`config.mk`:
```
export PLATFORM = sky130hd
export DESIGN_NAME = priority_dec_2_4_v__hold
export DESIGN_NICKNAME = d
export VERILOG_FILES = /design/src/rtl/priority_dec_2_4_v__hold_pkg.sv /design/src/rtl/priority_dec_2_4_v__hold_line_decode.sv /design/src/rtl/priority_dec_2_4_v__hold.sv
export SDC_FILE = /design/constraint.sdc
export NUM_CORES = 1
export LEC_CHECK = 0
export ABC_CLOCK_PERIOD_IN_PS = 2600
export BUFFER_PORTS_ARGS = -buffer_cell sky130_fd_sc_hd__clkbuf_2
export CAP_MARGIN = 20
export CORE_AREA = 2 2 41 43
export DETAILED_ROUTE_END_ITERATION = 12
export DIE_AREA = 0 0 43 45
export PLACE_DENSITY = 0.77
export SYNTH_ARGS = -nofsm -noshare
export SYNTH_HDL_FRONTEND = slang
export SYNTH_SLANG_ARGS = --single-unit
export TNS_END_PERCENT = 30
```
`constraint.sdc`:
```
create_clock -name i_clk -period 2.6 [get_ports i_clk]
set_input_delay 0.39 -clock i_clk [delete_from_list [all_inputs] [get_ports i_clk]]
set_output_delay 0.39 -clock i_clk [all_outputs]
set_load 0.01 [all_outputs]
```
`src/rtl/priority_dec_2_4_v__hold_pkg.sv`:
```
// Shared definitions for the priority decoder receive channel.
// Holds the FSM state encoding, the default code width shared with the
// matching priority encoder, and the hold/gap counter sizing helper.
package priority_dec_2_4_v__hold_pkg;

    // Code width shared with the request-side 4-2 priority encoder.
    localparam int unsigned CODE_W_DEF = 2;

    typedef enum logic [1:0] {
        S_IDLE = 2'd0,
        S_HOLD = 2'd1,
        S_GAP  = 2'd2
    } state_e;

    // Counter must hold the larger of the two reload values without wrapping.
    function automatic int unsigned cnt_width(input int unsigned hold_cycles,
                                              input int unsigned gap_cycles);
        int unsigned top_v;
        top_v = (hold_cycles > gap_cycles) ? hold_cycles : gap_cycles;
        return 32'($clog2(top_v + 1));
    endfunction

endpackage

```
`src/rtl/priority_dec_2_4_v__hold_line_decode.sv`:
```
// Combinational one-hot line decoder.
// Ports:
//   i_code    in   CODE_W  index of the line to select
//   o_line_c  out  OUT_W   one-hot decode of i_code (combinational)
module priority_dec_2_4_v__hold_line_decode
    import priority_dec_2_4_v__hold_pkg::*;
#(
    parameter int unsigned CODE_W = CODE_W_DEF,
    parameter int unsigned OUT_W  = 1 << CODE_W
) (
    input  logic [CODE_W-1:0] i_code,
    output logic [OUT_W-1:0]  o_line_c
);

    assign o_line_c = OUT_W'(1) << i_code;

endmodule

```
`src/rtl/priority_dec_2_4_v__hold.sv`:
```
// Receive end of the priority-encoder channel: drives one select line for a
// fixed hold time, then an all-low break-before-make gap. A one-entry buffer
// with a ready/valid handshake absorbs a request arriving during hold/gap.
// Ports:
//   i_clk    in   1       clock
//   i_rst    in   1       synchronous active-high reset
//   i_code   in   CODE_W  index of line to assert
//   i_valid  in   1       i_code is a real request
//   o_ready  out  1       a request can be accepted this cycle
//   o_line   out  OUT_W   registered one-hot select, zero when idle or in gap
//   o_busy   out  1       hold or gap in progress
//   o_done   out  1       pulse during the final hold cycle of each request
module priority_dec_2_4_v__hold
    import priority_dec_2_4_v__hold_pkg::*;
#(
    parameter int unsigned CODE_W      = CODE_W_DEF,
    parameter int unsigned HOLD_CYCLES = 4,
    parameter int unsigned GAP_CYCLES  = 1
) (
    input  logic                   i_clk,
    input  logic                   i_rst,
    input  logic [CODE_W-1:0]      i_code,
    input  logic                   i_valid,
    output logic                   o_ready,
    output logic [(1<<CODE_W)-1:0] o_line,
    output logic                   o_busy,
    output logic                   o_done
);

    localparam int unsigned OUT_W     = 1 << CODE_W;
    localparam int unsigned CNT_W     = cnt_width(HOLD_CYCLES, GAP_CYCLES);
    localparam int unsigned HOLD_LOAD = HOLD_CYCLES - 1;
    localparam int unsigned GAP_LOAD  = (GAP_CYCLES > 0) ? GAP_CYCLES - 1 : 0;

    state_e              state_q, state_d;
    logic [CNT_W-1:0]    cnt_q, cnt_d;
    logic [CODE_W-1:0]   code_q, code_d;
    logic                buf_valid_q, buf_valid_d;
    logic [CODE_W-1:0]   buf_code_q, buf_code_d;
    logic [OUT_W-1:0]    line_q, line_d;
    logic                busy_q, busy_d;
    logic                done_q, done_d;
    logic                ready_q, ready_d;

    logic                xfer;
    logic                load_pt;
    logic [OUT_W-1:0]    dec_line_c;

    assign xfer = i_valid & ready_q;

    // A new request may start only when the current one (hold, plus gap if any) is finishing.
    assign load_pt = (state_q == S_IDLE)
                   || ((state_q == S_GAP)  && (cnt_q == '0))
                   || ((state_q == S_HOLD) && (cnt_q == '0) && (GAP_CYCLES == 0));

    priority_dec_2_4_v__hold_line_decode #(
        .CODE_W (CODE_W),
        .OUT_W  (OUT_W)
    ) u_line_decode (
        .i_code   (code_d),
        .o_line_c (dec_line_c)
    );

    // Next-state, buffer and registered-output logic.
    always_comb begin
        state_d     = state_q;
        cnt_d       = cnt_q;
        code_d      = code_q;
        buf_valid_d = buf_valid_q;
        buf_code_d  = buf_code_q;

        unique case (state_q)
            S_IDLE: ;
            S_HOLD: begin
                if (cnt_q != '0) begin
                    cnt_d = cnt_q - CNT_W'(1);
                end else if (GAP_CYCLES > 0) begin
                    state_d = S_GAP;
                    cnt_d   = CNT_W'(GAP_LOAD);
                end
            end
            S_GAP: begin
                if (cnt_q != '0) begin
                    cnt_d = cnt_q - CNT_W'(1);
                end
            end
            default: state_d = S_IDLE;
        endcase

        // Buffered request wins over a bypass; ready is low whenever the buffer is full.
        if (load_pt) begin
            if (buf_valid_q) begin
                state_d     = S_HOLD;
                cnt_d       = CNT_W'(HOLD_LOAD);
                code_d      = buf_code_q;
                buf_valid_d = 1'b0;
            end else if (xfer) begin
                state_d = S_HOLD;
                cnt_d   = CNT_W'(HOLD_LOAD);
                code_d  = i_code;
            end else begin
                state_d = S_IDLE;
                cnt_d   = '0;
            end
        end else if (xfer) begin
            buf_valid_d = 1'b1;
            buf_code_d  = i_code;
        end

        // Outputs registered from next-state so they line up with the state they describe.
        line_d  = (state_d == S_HOLD) ? dec_line_c : '0;
        done_d  = (state_d == S_HOLD) && (cnt_d == '0);
        busy_d  = (state_d != S_IDLE);
        ready_d = !buf_valid_d;
    end

    // State and output registers.
    always_ff @(posedge i_clk) begin
        if (i_rst) begin
            state_q     <= S_IDLE;
            cnt_q       <= '0;
            code_q      <= '0;
            buf_valid_q <= 1'b0;
            buf_code_q  <= '0;
            line_q      <= '0;
            busy_q      <= 1'b0;
            done_q      <= 1'b0;
            ready_q     <= 1'b0;
        end else begin
            state_q     <= state_d;
            cnt_q       <= cnt_d;
            code_q      <= code_d;
            buf_valid_q <= buf_valid_d;
            buf_code_q  <= buf_code_d;
            line_q      <= line_d;
            busy_q      <= busy_d;
            done_q      <= done_d;
            ready_q     <= ready_d;
        end
    end

    assign o_line  = line_q;
    assign o_busy  = busy_q;
    assign o_done  = done_q;
    assign o_ready = ready_q;

endmodule

```
After elaboration in Yosys (flattened, before gate mapping)
Index checks and enable logic that the tools add are counted.

Flip-flop bits (word level): 17. Bits in read-only memories: 0. Latch bits: 0. Bits of input ports: 5. Word-level logic and storage cells: 45. Memories kept: 0. Bits in writable memories: 0.

Multipliers: 0. Bitwise gates (word level): 3. Div/mod/pow operators: 0. Multiplexer cells: 16. Add/subtract/negate cells: 1. Equal/unequal tests: 3. Shifts and indexed selects: 1. Reductions and logical operators: 12. $lt $le $gt $ge: 0.

Operator list (count): 2-bit 2-to-1 mux (7); 3-bit 2-to-1 mux (3); 3-bit zero test (2); 3-bit case mux with 2 select lines (1); 2-bit by 1-bit equality test with 1-bit output, second input constant (2); 1-bit 2-to-1 mux (4); 2-bit case mux with 2 select lines (1); 2-bit OR reduction (2); 1-bit by 2-bit left shift with 4-bit output, first input constant (1); 3-bit nonzero test (1); 3-bit by 1-bit subtractor with 3-bit output, second input constant (1); 2-bit equality test, second input constant (1); 1-bit logical AND (2); 2-bit zero test (1); 1-bit inverter (2); 2-bit AND reduction (1); 2-bit nonzero test (1); 1-bit AND (1); 1-bit zero test (1); 1-bit logical OR (1).

Longest topological paths before layout
Gate-level depths: netlist of the first run.

Word-level depth: 7. Gate-level depth with buffers: 8. Depth with buffers taken out: 8.

Modules after synthesis
From an unflattened synthesis of the first run, not the netlist that was laid out.

Cell total of the unflattened synthesis: 87. Area, all modules: 835.8 um2.

By module, submodules not included: priority_dec_2_4_v__hold (seq. area each 340.3 um2, times used 1, area an instance 809.5 um2, cells each 83); priority_dec_2_4_v__hold_line_decode (seq. area each 0.0 um2, times used 1, area an instance 26.3 um2, cells each 4).

Least setup slack after synthesis of the first run
No wires, ideal clock.

Path type: reg-to-reg. Start: register cnt_q[0]. End: register done_q (netlist: o_done). Cell stages (with the launch flop): 9. Arrival: 1.522 ns. Library setup time: 0.096 ns. Path slack: 0.982 ns. Buffers on the path: 0. Cell sequence: dfxtp_1 inv_1 ha_1 nand2b_1 ha_1 inv_1 a221oi_1 o31ai_2 nor4b_1.

Word-level cells in the longest chain between the ends: 6. Elaborated cells between the ends (all ways): 15.

Ends and longest elaborated chain: start, declared (RTL line priority_dec_2_4_v__hold.sv:36) `logic [CNT_W-1:0] cnt_q, cnt_d;`; start signal, assigned (RTL line priority_dec_2_4_v__hold.sv:131) `cnt_q <= cnt_d;`; 3-bit by 1-bit subtractor with 3-bit output (tied with other cells) (RTL line priority_dec_2_4_v__hold.sv:76, priority_dec_2_4_v__hold.sv:84); 3-bit 2-to-1 mux (tied with other cells) (RTL line priority_dec_2_4_v__hold.sv:83) `if (cnt_q != '0) begin`; 3-bit case mux with 2 select lines (tied with other cells) (RTL line priority_dec_2_4_v__hold.sv:72) `unique case (state_q)`; 3-bit 2-to-1 mux / 2-bit 2-to-1 mux (equally long branches) (RTL line priority_dec_2_4_v__hold.sv:91) `if (load_pt) begin`; 3-bit zero test / 2-bit by 1-bit equality test with 1-bit output (equally long branches) (RTL line priority_dec_2_4_v__hold.sv:112) `done_d = (state_d == S_HOLD) && (cnt_d == '0);`; 1-bit logical AND * (RTL line priority_dec_2_4_v__hold.sv:112); end signal, assigned (RTL line priority_dec_2_4_v__hold.sv:137) `done_q <= done_d;`; end, declared (RTL line priority_dec_2_4_v__hold.sv:42) `logic done_q, done_d;`.

Every way passes the cells marked *; elsewhere a longest branch is shown, timed or not. A chain may end at the register's enable or synchronous reset.

Worst setup path after layout of the first run
Same ends and word-level chain as after synthesis.

==> results of run 1 <==
[sequential cells by signal (all words and copies together), names as in the netlist]
name / count
o_ready: 1
cnt_q: 3
buf_code_q: 2
code_q: 2
state_q: 2
buf_valid_q: 1
o_line: 4
o_done: 1
o_busy: 1
[logic make-up (layout without fill, tap and decap cells)]
group                      count (synthesis)  in the layout  synth area share
muxes                                      7              7            0.0912
buffers and inverters                      9             22            0.0519
DFF                                       17             17             0.428
and+or+nand+nor                           31             31             0.226
adders and majority gates                  7              7             0.110
AOI/OAI and AO/OA                          9              9            0.0928
[cell usage in the layout (no fill, tap or decap), drive strengths merged, types with 2 or more instances in the layout]
master  count
nor3        4
ha          7
mux2        2
nor2b       4
a21o        2
inv         7
nor3b       2
a21oi       2
or2         2
nand4       2
mux2i       5
clkbuf     15
nand2b      2
nor2       10
dfxtp      17
[how the worst max path moves through the flow]
stage / startpoint / endpoint / slack, ns / cells after the start
2_1_floorplan: cnt_q[0] / o_done / 0.98 / 8
3_3_place_gp: cnt_q[0] / o_done / 0.65 / 8
3_5_place_dp: cnt_q[0] / o_done / 0.62 / 8
4_1_cts: cnt_q[0] / o_done / 0.60 / 8
5_1_grt: cnt_q[0] / o_done / 0.46 / 8
6_report: cnt_q[0] / o_done / 0.65 / 8
[final cells by class]
| type | instances | area [sq um] | share of cell area |
|---|---|---|---|
| tap | 16 | 20.0 | 0.0227 |
| inverter | 7 | 26.3 | 0.0298 |
| clock buffer | 4 | 26.3 | 0.0298 |
| timing repair buffer | 11 | 55.1 | 0.0624 |
| sequential | 17 | 340 | 0.386 |
| multi-input combinational | 54 | 414 | 0.470 |
[per-layer routing]
| metal | vias up | track usage | part of all wire |
|---|---|---|---|
| met5 | - | 0 | 0 |
| met1 | 262 | 0.209 | 0.46 |
| met2 | 6 | 0.303 | 0.50 |
| met4 | 0 | 0.0909 | 0.018 |
| met3 | 4 | 0.0120 | 0.017 |
| li1 | 300 | - | - |
[worst max-delay path, cell delays in order, from the launching register on]
cell	delay, ns
dfxtp_1	0.32
inv_1	0.10
ha_1	0.22
nand2b_1	0.13
ha_1	0.29
inv_1	0.03
a221oi_1	0.33
o31ai_2	0.13
nor4b_1	0.29
[power groups by stage]
stage                     clock network (mW)  logic, mW  registers [mW]
final                                  0.134     0.0592           0.273
after global routing                   0.148     0.0682           0.274
after CTS                              0.137     0.0599           0.273
after detailed placement                   0     0.0596           0.279
after global placement                     0     0.0579           0.279
after floorplan                            0     0.0430           0.280
[through the flow]
stage	cells	power (mW)	hold slack (ns)
4_1_cts	109	0.470	0.360
2_1_floorplan	80	0.323	0.454
6_report	109	0.466	0.365
3_5_place_dp	105	0.339	0.490
5_1_grt	109	0.491	0.374
3_3_place_gp	105	0.337	0.468
==> out/metrics.csv, run 1 <==
metric,value,unit
yosys_most_used_dff,dfxtp_1,
cts-hold-fix-buffers,0,
placed_area,856,sq um
start_util,0.541,
synth_edf_count,0,
power.density,528,mW/mm^2
r2r_cells,8,
fill_cells,142,
core_area,0.00147,sq mm
post-route-drc-count,0,
synth_cells,80,
num_vias,572,
grt_pass1_vias,583,
yosys_warnings,0,
required,2.77,ns
drive_above_1_share,0.226,
antenna_found_initial,0,
async_flop_share,0,
setup_violations,0,
ctsResizeCount,0,
min_delay_path_depth,3,
timing.rr.end,o_done,
r2r_start,cnt_q[0],
synth_top_cell_by_area,dfxtp_1,
synth_area_leaders,"dfxtp_1, ha_1, mux2i_1, nor2_1, inv_1",
setup_tns,0,ns
cts_max_level,1,
std_cell_rows,14,
hold_end,buf_code_q[0],
synth.top_cell.area_share,0.428,
grt_pass1_wl,2.43,mm
final-hold-violation-count,0,
cts_buffers,3,
worst_skew_pair.late_latency,0.28,ns
fmax,514,MHz
antennaDiodeCount,0,
cts_setup_buffers,0,
path_max_fanout,4,
routedWlPerCell,12.4,um
clk_pin_slew,0.09,ns
min_from,i_code[0],
drt-initial-drc-count,12,
power.internal,353,uW
status,"complete, no violations",
fin_skew,0.000671,ns
slew-limit-headroom,0.722,
vias_per_cell,5.25,
swShare,0.242,
synth_nets,92,
seq_area_frac_synth,0.428,
arrival,2.12,ns
seqPwrFrac,0.586,
synth.most_common_cell,dfxtp_1,
clkPwrFrac,0.287,
syn_area_per_cell,9.95,sq um
finalCritPeriodShare,0.749,
cts.path.max_buffers,2,
dieArea,0.00194,sq mm
grt_max_degree,12,
crit_path_start_kind,register,
p_leak,0.397,nW
drt_wl_total,1.36,mm
clockRootBuffer,clkbuf_4,
worst_slack,0.653,ns
grt_overflow,0,
nNetsFinal,106,
crit_type,register to register,
hp-class,input port to register,
worstMarginPinSlew,0.413,ns
syn_to_final_growth,10.8,%
die_h,45,um
dpl.hpwl,1.07,mm
ys_seq_elements,17,
cap_viol_max_count,0,
synth_common_cells,"dfxtp_1, nor2_1, ha_1, inv_1, mux2i_1",
design_area,882,sq um
finalMaxSlewViolations,0,
place_congestion,0.828,
ioPinCount,12,
synth_area,796,sq um
die_w,43,um
cts_num_sinks,17,
postRouteAntennaNets,0,
combPwrFrac,0.127,
firstDrtPassIters,2,
grt_use_total,0.171,
fin_crit,1.95,ns
peakVddDrop,0.000439,V
port_buffers,11,
post-route-util,0.599,
p_switching,113,uW
ys_types,28,
grt_setup_unrepaired,false,
worstSetupEndpointType,register,
tritoncts,yes,
dp_slack,0.621,ns
ff2ff_setup_slack,0.65,ns
(Power assumes the default switching activity.)
==> run 2, diff against run 1 <==
- ABC_CLOCK_PERIOD_IN_PS: 2600 -> 1800
- CORE_AREA: 2 2 41 43 -> 2 2 42 44
- DIE_AREA: 0 0 43 45 -> 0 0 44 46
- PLACE_DENSITY: 0.77 -> 0.74
- clock period: 2.6 -> 1.8 ns (I/O delays scaled with it)
==> run 2 against run 1 <==
Cell area grew 14%. Final cell count rose by 9.2%. Via count rose by 11%. Core utilization up 2.4 points. Total power is 53% higher. Clock power up 44%. Sequential power is 45% higher. Maximum frequency up 12%. Clock-buffer cell count is 1 lower. Register-to-register slack worse by 0.59 ns. Routed wire length rose by 19%. Non-clock buffer count rose by 9. Largest cell class unchanged.
==> out/metrics.csv, run 2 (same netlist as run 1, synthesis figures left out) <==
metric,value,unit
arrival,1.93,ns
slew-limit-headroom,0.770,
grt_use_total,0.164,
fin_crit,1.74,ns
grt_use_met1,0.188,
core_area,0.00161,sq mm
die_h,46,um
hp-class,input port to register,
routedWlPerCell,13.6,um
min_delay_path_depth,3,
crit_type,register to register,
nNetsFinal,115,
status,"complete, no violations",
place_congestion,0.719,
finalMaxSlewViolations,0,
met2_usage,0.300,
grt_util_met3,0.0238,
cts-hold-fix-buffers,0,
ioPinCount,12,
worstMarginPinSlew,0.343,ns
worst_slack,0.0623,ns
setup_violations,0,
largest_reg_flops,4,
dp_slack,-0.00937,ns
post-route-drc-count,0,
worstSetupEndpointType,register,
clk_pin_slew,0.09,ns
clockRootBuffer,clkbuf_4,
tritoncts,yes,
max_stage_delay,0.33,ns
port_buffers,11,
antennaDiodeCount,0,
dpl.hpwl,1.14,mm
num_vias,636,
fmax,575,MHz
power,712,uW
fill_cells,134,
mostFrequentLayoutCell,dfxtp_1,
worst_skew_pair.late_latency,0.28,ns
finalCritPeriodShare,0.965,
top_usage_layer,met2,
antenna_found_initial,0,
cap_viol_max_count,0,
post-route-util,0.623,
final-hold-violation-count,0,
grt_overflow,0,
required,1.99,ns
firstDrtPassIters,4,
vias_per_cell,5.34,
slowest_stage,dfxtp_1,
drt-initial-drc-count,7,
die_w,44,um
mostFrequentLayoutCells,"dfxtp_1, clkbuf_2, nor2_1",
cts_max_level,1,
cts_buffers,3,
power.density,708,mW/mm^2
fin_cells,119,
dieArea,0.00202,sq mm
path_max_fanout,4,
std_cell_rows,15,
r2r_cells,8,
path_cells,inv_2 -> ha_4 -> nand2b_4 -> ha_1 -> inv_1 -> a221oi_2 -> o31ai_4 -> nor4b_2,
postRouteAntennaNets,0,
fin_skew,0.00520,ns
grt_setup_unrepaired,true,
start_util,0.493,
drt_wl_total,1.62,mm
syn_to_final_growth,26.4,%
peakVddDrop,0.000498,V
grt_pass1_vias,585,
crit_path_start_kind,register,
cts_num_sinks,17,
dp.cells,113,
grt_max_degree,12,
cts.path.max_buffers,2,
p_leak,0.456,nW
grt_pass1_wl,2.42,mm
drive_above_1_share,0.402,
-- run 2: cell count changes in the layout (fill, tap and decap cells not counted), sizes merged --
cell,previous run,this run
clkinv,0,1
buf,0,9
clkbuf,15,14
-- run 2: where the power goes --
part / switching [mW] / internal (mW)
clock: 0.110 / 0.0824
combinational: 0.0643 / 0.0599
sequential: 0.00626 / 0.389
total: 0.181 / 0.531
-- run 2: routing by layer --
layer | up-vias | share of wire
met2 | 10 | 0.51
li1 | 320 | -
met1 | 304 | 0.44
met4 | 0 | 0.015
met3 | 2 | 0.031
met5 | - | 0
-- run 2: through the flow --
stage          instance area [sq um]  hold slack [ns]  setup TNS (ns)
2_1_floorplan                    796            0.417               0
3_3_place_gp                     910            0.471               0
3_5_place_dp                     910            0.521        -0.00937
4_1_cts                          943            0.257               0
5_1_grt                         1010            0.284         -0.0331
6_report                        1010            0.251               0
-- run 2: layout make-up --
| type | count | area [sq um] | share of cell area |
|---|---|---|---|
| Clock buffer | 3 | 22.5 | 0.0224 |
| Clock inverter | 1 | 5.00 | 0.00498 |
| Inverter | 7 | 26.3 | 0.0261 |
| Multi-Input combinational cell | 54 | 465 | 0.463 |
| Sequential cell | 17 | 343 | 0.341 |
| Tap cell | 17 | 21.3 | 0.0211 |
| Timing Repair Buffer | 20 | 123 | 0.122 |
-- run 2: critical path, delay by kind of cell, from the launching register on --
| family | cells | cell delay, ns |
|---|---|---|
| flip-flops | 1 | 0.33 |
| adder cells (fa/ha/maj) | 2 | 0.44 |
| buffers and inverters | 2 | 0.14 |
| AND/OR/NAND/NOR | 2 | 0.34 |
| AO/OA/AOI/OAI | 2 | 0.41 |
-- run 2: path summary, 6_finish.rpt --
| check | startpoint | endpoint | slack (ns) |
|---|---|---|---|
| setup / recovery | cnt_q[0] | o_done | 0.06 |
| hold reg to reg | buf_code_q[1] | buf_code_q[1] | 0.53 |
| setup reg to reg | cnt_q[0] | o_done | 0.06 |
| hold / removal | i_code[1] | buf_code_q[1] | 0.25 |
-- run 2: what timing repair did --
item	in CTS	in global routing
buffers inserted	0	2
resized for setup	1	11
setup endpoints to repair	1	4
pin swaps	0	5
==> run 3, diff against run 2 <==
- SETUP_SLACK_MARGIN: unset -> 0.15
==> run 3 against run 2 <==
Clock skew rose by 0.0030 ns. Worst setup slack better by 0.11 ns. Sequential power about the same. Non-clock buffer count grew 3. Via count increased by 5.0%. Highest routed layer unchanged. Total power increased by 5.1%.
==> out/metrics.csv, run 3 (same netlist as run 1, synthesis figures left out) <==
metric,value,unit
timing.rr.end,o_done,
worstSetupEndpointType,register,
cap_viol_max_count,0,
final-hold-violation-count,0,
finalMaxSlewViolations,0,
largest_reg_flops,4,
status,"complete, no violations",
clk_pin_slew,0.10,ns
post-route-drc-count,0,
cts_num_sinks,17,
core_area,0.00161,sq mm
min_from,i_code[1],
cts-hold-fix-buffers,0,
fmax,613,MHz
grt_overflow,0,
top_usage_layer,met2,
firstDrtPassIters,4,
p_leak,0.481,nW
r2r_cells,8,
max_stage_delay,0.34,ns
worstMarginPinSlew,0.348,ns
port_buffers,11,
power,748,uW
setup_violations,0,
fin_crit,1.63,ns
tritoncts,yes,
fin_skew,0.00817,ns
slowest_stage,dfxtp_2,
clockRootBuffer,clkbuf_4,
path_cells,inv_2 -> ha_4 -> nand2b_4 -> ha_4 -> inv_2 -> a221oi_4 -> o31ai_4 -> nor4b_2,
hold_end,buf_code_q[1],
hp-class,input port to register,
fin_cells,122,
start_util,0.493,
cts.path.max_buffers,2,
ff2ff_setup_slack,0.17,ns
crit_path_start_kind,register,
drt_wl_total,1.80,mm
arrival,1.83,ns
power.density,665,mW/mm^2
place_congestion,0.719,
r2r_start,cnt_q[0],
antennaDiodeCount,0,
slew-limit-headroom,0.766,
postRouteAntennaNets,0,
grt_util_met3,0.0317,
grt_use_total,0.182,
mostFrequentLayoutCells,"dfxtp_1, buf_4, clkbuf_2",
grt_pass1_wl,2.66,mm
drive_above_1_share,0.533,
std_cell_rows,15,
dieArea,0.00202,sq mm
grt_setup_unrepaired,true,
die_w,44,um
dp.cells,113,
required,2.00,ns
min_delay_path_depth,3,
crit_type,register to register,
die_h,46,um
syn_to_final_growth,41.5,%
cts_buffers,3,
drt-initial-drc-count,7,
nNetsFinal,118,
grt_use_met1,0.215,
critPathLaunch,cnt_q[0],
antenna_found_initial,0,
worst_skew_pair.late_latency,0.29,ns
vias_per_cell,5.48,
num_vias,668,
grt_pass1_vias,604,
path_max_fanout,4,
mostFrequentLayoutCell,dfxtp_1,
ioPinCount,12,
cts_max_level,1,
dpl.hpwl,1.14,mm
met2_usage,0.321,
finalCritPeriodShare,0.907,
routedWlPerCell,14.8,um
grt_max_degree,12,
peakVddDrop,0.000493,V
## run 3: cell count changes in the layout (fill, tap and decap cells not counted), moves of 2 or more
cell / delta
ha_1: -4
ha_4: +4
buf_4: +3
dfxtp_1: -2
inv_1: -2
nor3b_1: -2
nor3b_2: +2
## run 3: how the worst max path moves through the flow
stage | end | slack, ns | cells after the start
after floorplan | o_done | 0.18 | 8
after global placement | o_done | 0.1 | 6
after detailed placement | o_done | -0.009 | 8
after CTS | o_done | 0.14 | 8
after global routing | o_done | 0.09 | 8
final | o_done | 0.17 | 8
## run 3: what timing repair did
item | CTS | global route
setup endpoints to repair | 5 | 8
setup buffers | 3 | 2
resized for setup | 17 | 15
pin swaps | 5 | 10
## run 3: layer usage
layer  part of all wire  wire length (um)  up-vias
li1                   -                 -      328
met1               0.45               802      319
met2               0.50               895       17
met3              0.043                77        4
met4              0.013                23        0
met5                  0                 0        -
## run 3: layout make-up
class / count / area (sq um)
Sequential cell: 17 / 348
Tap cell: 17 / 21.3
Multi-Input combinational cell: 54 / 556
Fill cell: 113 / 488
Clock inverter: 1 / 5.00
Timing Repair Buffer: 23 / 145
Inverter: 7 / 28.8
Clock buffer: 3 / 22.5
## run 3: power by group
part / leakage (nW) / switching [mW] / internal (mW)
Combinational: 0.322 / 0.0769 / 0.0776
Clock: 0.0177 / 0.116 / 0.0826
Sequential: 0.140 / 0.00733 / 0.388
Total: 0.481 / 0.200 / 0.548
## run 3: per-stage QoR
stage / worst slack, ns / hold WS [ns] / cell area, sq um / util / TNS (ns)
floorplan: 0.182 / 0.417 / 796 / - / 0
global placement: 0.0993 / 0.471 / 910 / 0.564 / 0
detailed placement: -0.00937 / 0.521 / 910 / 0.564 / -0.00937
CTS: 0.137 / 0.257 / 1030 / 0.640 / 0
global route: 0.0915 / 0.285 / 1130 / 0.698 / 0
finish: 0.168 / 0.240 / 1130 / 0.698 / 0
## run 3: worst max-delay path, delay by kind of cell (launching register included)
kind                       cells  cell delay (ns)
AOI/OAI and AO/OA              2             0.38
and+or+nand+nor                2             0.29
DFF                            1             0.34
adders and majority gates      2             0.43
buffers and inverters          2             0.12
